`src/rtl/reg_write_once_pkg.sv`:
```
// Shared types and constants for the write-once register controller.
package reg_write_once_pkg;

    typedef enum logic [1:0] {
        IDLE   = 2'd0,
        ISSUE  = 2'd1,
        SETTLE = 2'd2,
        RESP   = 2'd3
    } state_e;

    // Bit of the register data that locks it once written as 1.
    localparam int LOCK_BIT = 0;

endpackage

```
`src/rtl/reg_write_once_lock_tracker.sv`:
```
// Shadow copy of the downstream lock bits: sticky set, cleared only by reset.
module reg_write_once_lock_tracker
    import reg_write_once_pkg::*;
#(
    parameter int NUM_REGS = 4,
    parameter int ADDR_W   = 3
) (
    input  logic                clk,
    input  logic                rst,
    input  logic                set,
    input  logic [ADDR_W-1:0]   idx,
    output logic                locked,
    output logic [NUM_REGS-1:0] lock_status
);

    localparam int              IDX_W = (NUM_REGS > 1) ? $clog2(NUM_REGS) : 1;
    localparam logic [ADDR_W:0] NREGS = (ADDR_W+1)'(NUM_REGS);

    logic [NUM_REGS-1:0] lock_q;
    logic                in_range;
    logic [IDX_W-1:0]    sel;

    assign in_range    = ({1'b0, idx} < NREGS);
    assign sel         = idx[IDX_W-1:0];
    // Out-of-range indices never report locked; the top rejects them anyway.
    assign locked      = in_range & lock_q[sel];
    assign lock_status = lock_q;

    // Sticky lock bits; only a synchronous reset clears them.
    always_ff @(posedge clk) begin
        if (rst)
            lock_q <= '0;
        else if (set && in_range)
            lock_q[sel] <= 1'b1;
    end

endmodule

```
`src/rtl/reg_write_once_ctrl.sv`:
```
// Request/response front end for a bank of write-once lock registers.
// Writes to locked or nonexistent registers are rejected without a strobe.
module reg_write_once_ctrl
    import reg_write_once_pkg::*;
#(
    parameter int DATA_W   = 16,
    parameter int NUM_REGS = 4,
    parameter int ADDR_W   = 3
) (
    input  logic                       Clk,
    input  logic                       ip_reset,
    input  logic                       req_valid,
    output logic                       req_ready,
    input  logic                       req_write,
    input  logic [ADDR_W-1:0]          req_addr,
    input  logic [DATA_W-1:0]          req_wdata,
    output logic                       resp_valid,
    input  logic                       resp_ready,
    output logic                       resp_err,
    output logic [DATA_W-1:0]          resp_rdata,
    output logic [NUM_REGS-1:0]        reg_write,
    output logic [DATA_W-1:0]          reg_wdata,
    input  logic [NUM_REGS*DATA_W-1:0] reg_rdata,
    output logic [NUM_REGS-1:0]        lock_status
);

    localparam int              IDX_W = (NUM_REGS > 1) ? $clog2(NUM_REGS) : 1;
    localparam logic [ADDR_W:0] NREGS = (ADDR_W+1)'(NUM_REGS);

    state_e                           state;
    logic [ADDR_W-1:0]                cap_addr;
    logic                             cap_lock;
    logic                             accept;
    logic                             addr_ok;
    logic                             locked;
    logic                             lk_set;
    logic [ADDR_W-1:0]                lk_idx;
    logic [IDX_W-1:0]                 sel;
    logic [NUM_REGS-1:0]              dec;
    logic [NUM_REGS-1:0][DATA_W-1:0]  rdata_arr;

    assign rdata_arr = reg_rdata;
    assign sel       = req_addr[IDX_W-1:0];
    assign addr_ok   = ({1'b0, req_addr} < NREGS);
    assign dec       = {{(NUM_REGS-1){1'b0}}, 1'b1} << sel;
    assign req_ready = (state == IDLE) & ~ip_reset;
    assign accept    = req_valid & req_ready;

    // Lookup uses the live address while idle; the set uses the captured one.
    assign lk_idx = (state == ISSUE) ? cap_addr : req_addr;
    assign lk_set = (state == ISSUE) & cap_lock;

    reg_write_once_lock_tracker #(
        .NUM_REGS (NUM_REGS),
        .ADDR_W   (ADDR_W)
    ) u_lock (
        .clk         (Clk),
        .rst         (ip_reset),
        .set         (lk_set),
        .idx         (lk_idx),
        .locked      (locked),
        .lock_status (lock_status)
    );

    // Control FSM with registered response and strobe outputs.
    always_ff @(posedge Clk) begin
        if (ip_reset) begin
            state      <= IDLE;
            cap_addr   <= '0;
            cap_lock   <= 1'b0;
            resp_valid <= 1'b0;
            resp_err   <= 1'b0;
            resp_rdata <= '0;
            reg_write  <= '0;
            reg_wdata  <= '0;
        end else begin
            case (state)
                IDLE: if (accept) begin
                    cap_addr <= req_addr;
                    cap_lock <= req_wdata[LOCK_BIT];
                    if (req_write) begin
                        if (addr_ok && !locked) begin
                            state     <= ISSUE;
                            reg_write <= dec;
                            reg_wdata <= req_wdata;
                        end else begin
                            state      <= RESP;
                            resp_valid <= 1'b1;
                            resp_err   <= 1'b1;
                            resp_rdata <= '0;
                        end
                    end else begin
                        state      <= RESP;
                        resp_valid <= 1'b1;
                        resp_err   <= ~addr_ok;
                        resp_rdata <= addr_ok ? rdata_arr[sel] : '0;
                    end
                end
                ISSUE: begin
                    // Data stays on reg_wdata through SETTLE for the latch.
                    reg_write <= '0;
                    state     <= SETTLE;
                end
                SETTLE: begin
                    state      <= RESP;
                    resp_valid <= 1'b1;
                    resp_err   <= 1'b0;
                    resp_rdata <= '0;
                end
                RESP: if (resp_ready) begin
                    state      <= IDLE;
                    resp_valid <= 1'b0;
                    resp_err   <= 1'b0;
                    resp_rdata <= '0;
                end
                default: state <= IDLE;
            endcase
        end
    end

endmodule
```
`config.mk`:
```
export PLATFORM = sky130hd
export DESIGN_NAME = reg_write_once_ctrl
export DESIGN_NICKNAME = d
export VERILOG_FILES = /design/src/rtl/reg_write_once_pkg.sv /design/src/rtl/reg_write_once_lock_tracker.sv /design/src/rtl/reg_write_once_ctrl.sv
export SDC_FILE = /design/constraint.sdc
export NUM_CORES = 1
export LEC_CHECK = 0
export BUFFER_PORTS_ARGS = -buffer_cell sky130_fd_sc_hd__buf_2
export CORE_ASPECT_RATIO = 1.75
export CORE_MARGIN = 2
export CORE_UTILIZATION = 35
export CTS_BUF_LIST = sky130_fd_sc_hd__clkbuf_2 sky130_fd_sc_hd__clkbuf_4 sky130_fd_sc_hd__clkbuf_8
export DETAILED_ROUTE_END_ITERATION = 7
export PLACE_DENSITY_LB_ADDON = 0.3
export SYNTH_ARGS = -nofsm -noshare
export SYNTH_HDL_FRONTEND = slang
export SYNTH_SLANG_ARGS = --single-unit
```
`constraint.sdc`:
```
create_clock -name Clk -period 5.5 [get_ports Clk]
set_input_delay 0.825 -clock Clk [delete_from_list [all_inputs] [get_ports Clk]]
set_output_delay 0.825 -clock Clk [all_outputs]
set_load 0.02 [all_outputs]
```
==> results_dict.tcl <==
set metrics [dict create \
    cp.depth 6 \
    wl_per_cell_microns 14.05 \
    path_buf_inv 1 \
    yosys-top-cells-area "dfxtp_1 37%, mux4_2 14%, mux2i_1 6.2%, nand2_1 5.4%, nand2b_1 4.9%" \
    grt_pass1_vias 2495 \
    clockBufferDepth 2 \
    period_share_pct 54.81 \
    setup_viol_count_final 0 \
    yosysTopAreaCell "dfxtp_1" \
    critPathArrivalTime_ns 3.20 \
    synth_area_sq_um 2575 \
    dieArea_sq_um 8086 \
    hold_path_class "reg2reg" \
    cts_resized 0 \
    seqPwrFrac_pct 39.6 \
    seq_area_sq_um 960.9 \
    power.leakage_nw 1.477 \
    grt_max_degree 53 \
    timing.fmax_mhz 331.7 \
    clock-root-buffer "clkbuf_8" \
    fin_area_sq_um 3352 \
    clock_sinks 48 \
    fin_crit_ns 3.014 \
    clk_pin_slew_worst_paths_ns 0.08 \
    nets 487 \
    synth_edf_count 0 \
    ys_types 38 \
    switching_power_mw 0.3499 \
    syn_area_per_cell_sq_um 9.364 \
    critPathKind "in2reg" \
    synthFlopType "dfxtp_1" \
    io_pins 131 \
    crit_family "compound AO/OA/AOI/OAI gates" \
    hold_viol 0 \
    syn_inst 275 \
    ir_drop_uv 152.3 \
    final_layout_size_suffix_gt1_share_pct 40.20 \
    critPathMaxFanout 24 \
    num_vias 2494 \
    setup_tns_ns 0 \
    die_w_microns 68.84 \
    rsz0062_at_grt "false" \
    critical_path_required_ns 5.69 \
    vias_per_cell 5.207 \
    worstSetupStartpointType "primary input" \
    switching_share_pct 33.91 \
    slowest_stage "o21a_1" \
    ctsHtreeMaxLevel 2 \
    synthToLayoutAreaGrowth_pct 30.17 \
    dr.pass1.iters 4 \
    finalPower_mw 1.032 \
    drv_slew 0 \
    max_slew.worst_pin.slew_ns 0.9298 \
    synth.net_count 368 \
    drt_wl_total_mm 6.731 \
    place.gp.congestion 0.7807 \
    grt_pass1_wl_mm 10.97 \
    detail-route-antenna-nets 0 \
    cts_tree "built" \
    seq_area_frac_synth_pct 37.32 \
    std_cell_rows 41 \
    grt_usage_pct 17.16 \
    portBuffers 130 \
    worst_setup_path_end_kind "register" \
    yosys_warnings 0 \
    synth_seq_cells 48 \
    power_per_cell_area_nw_per_um2 307.9 \
    ctsHoldBuffers 0 \
    postCtsSetupBuffers 0 \
    drcViolationCount 0 \
    fill_cells 739 \
    grt_remaining_overflow 0 \
    hold_ws_ns 0.4728 \
    drt-initial-drc-count 92 \
    placed_area_sq_um 3253 \
    cts-buffers-inserted 5 \
    path_cells "buf_2, nand2_1, o31ai_1, or4_4, o21a_1, mux2_1" \
    synth_top_area_share_pct 37.32 \
    die_h_microns 117.5 \
    crit_path_max_incr_delay_ns 0.74 \
    maxSlewHeadroom_pct 38.01 \
    whs_path_depth 2 \
    p_comb_share_pct 37.0 \
    pwr-share-clk_pct 23.3 \
    synthArstFlopShare_pct 0 \
    rr_worst_depth 7 \
    fp.coreArea_sq_um 7182 \
    fin_worst_skew_ns 0.006309 \
    drv_cap 0 \
    hpwlAfterDp_mm 5.148 \
    utilization_pct 46.67 \
    initial_core_util_pct 35.85 \
    multi_input_area_sq_um 1500 \
    cell_internal_pwr_mw 0.6820 \
    n_antenna_cell 0 \
    antenna_found_initial 0 \
    status "completed" \
    clk_latency_ns 0.30 \
]
final cells by class:
type / count / share of cell area, %
multi-input cells: 202 / 44.76
flip-flops and latches: 48 / 28.67
repair buffers: 132 / 19.86
well taps: 86 / 3.210
clock buffers: 5 / 2.053
clock inverters: 1 / 0.8959
inverters: 5 / 0.5599
layout by cell type (no fill, tap or decap), types with 3 or more instances in the layout:
master,count
nor2_1,10
mux2i_1,16
nand3_1,17
clkbuf_8,5
nand2_1,37
nor2b_1,3
o211ai_1,5
nand3b_1,5
a21oi_1,23
dfxtp_1,48
ha_1,5
o21ai_0,18
inv_1,5
nand2b_1,20
buf_2,130
mux4_2,16
worst register-to-register path: stages (launching register included):
cell and delay (ns):
dfxtp_1 0.34, inv_1 0.10, ha_1 0.44, nand2_1 0.18
o32ai_1 0.44, or4_4 0.22, o21a_1 0.74, mux2_1 0.39
power groups by stage:
stage	clock network (mW)	registers, mW	logic [mW]
2_1_floorplan	0	0.440	0.277
3_3_place_gp	0	0.416	0.383
3_5_place_dp	0	0.417	0.387
4_1_cts	0.250	0.410	0.389
5_1_grt	0.260	0.415	0.425
6_report	0.241	0.409	0.382
cells by family (layout without fill, tap and decap cells):
family | Yosys count | after routing | share of synthesized area [%]
AO/OA/AOI/OAI | 58 | 58 | 13.41
adder cells (fa/ha/maj) | 5 | 5 | 2.430
buffers and inverters | 25 | 143 | 4.665
flip-flops | 48 | 48 | 37.32
multiplexers | 33 | 33 | 20.65
AND/OR/NAND/NOR | 106 | 106 | 21.53
registers in the layout (all words and copies together), names as in the netlist:
name	count
resp_rdata	16
reg_wdata	16
state	2
u_lock.lock_status	4
reg_write	4
resp_valid	1
cap_addr	3
cap_lock	1
resp_err	1
per-stage QoR:
step	instances	setup slack, ns
floorplan	275	3.180
global placement	473	2.141
detailed placement	473	2.100
CTS	479	2.417
global route	479	2.168
finish	479	2.486
path summary, 6_finish.rpt:
kind	startpoint	end	slack [ns]
max	req_addr[0]	resp_valid	2.49
min	resp_rdata[11]	resp_rdata[11]	0.47
max reg2reg	state[1]	resp_valid	2.56
min reg2reg	resp_rdata[11]	resp_rdata[11]	0.47
cell usage after synthesis (all sizes together) (2+ instances only):
master,count
nor2b,3
a211oi,2
dfxtp,48
and2,2
mux2i,16
nand2b,20
o31ai,2
mux4,16
clkbuf,13
inv,5
buf,7
nand2,37
o21ai,18
nor3,3
nor2,10
ha,5
o211ai,5
nand4b,2
a21oi,23
nor3b,2
nand3,17
o21a,2
nand3b,5
layer usage:
| layer | routed length [microns] | vias to the layer above | part of all wire (%) | GRT usage, % |
|---|---|---|---|---|
| li1 | - | 1230 | - | - |
| met1 | 2574 | 1176 | 38 | 18.46 |
| met2 | 3603 | 79 | 54 | 31.97 |
| met3 | 426 | 9 | 6.3 | 3.250 |
| met4 | 127 | 0 | 1.9 | 5.025 |
| met5 | 0 | - | 0 | 0 |
No activity file was read; power rests on OpenSTA's default activity.
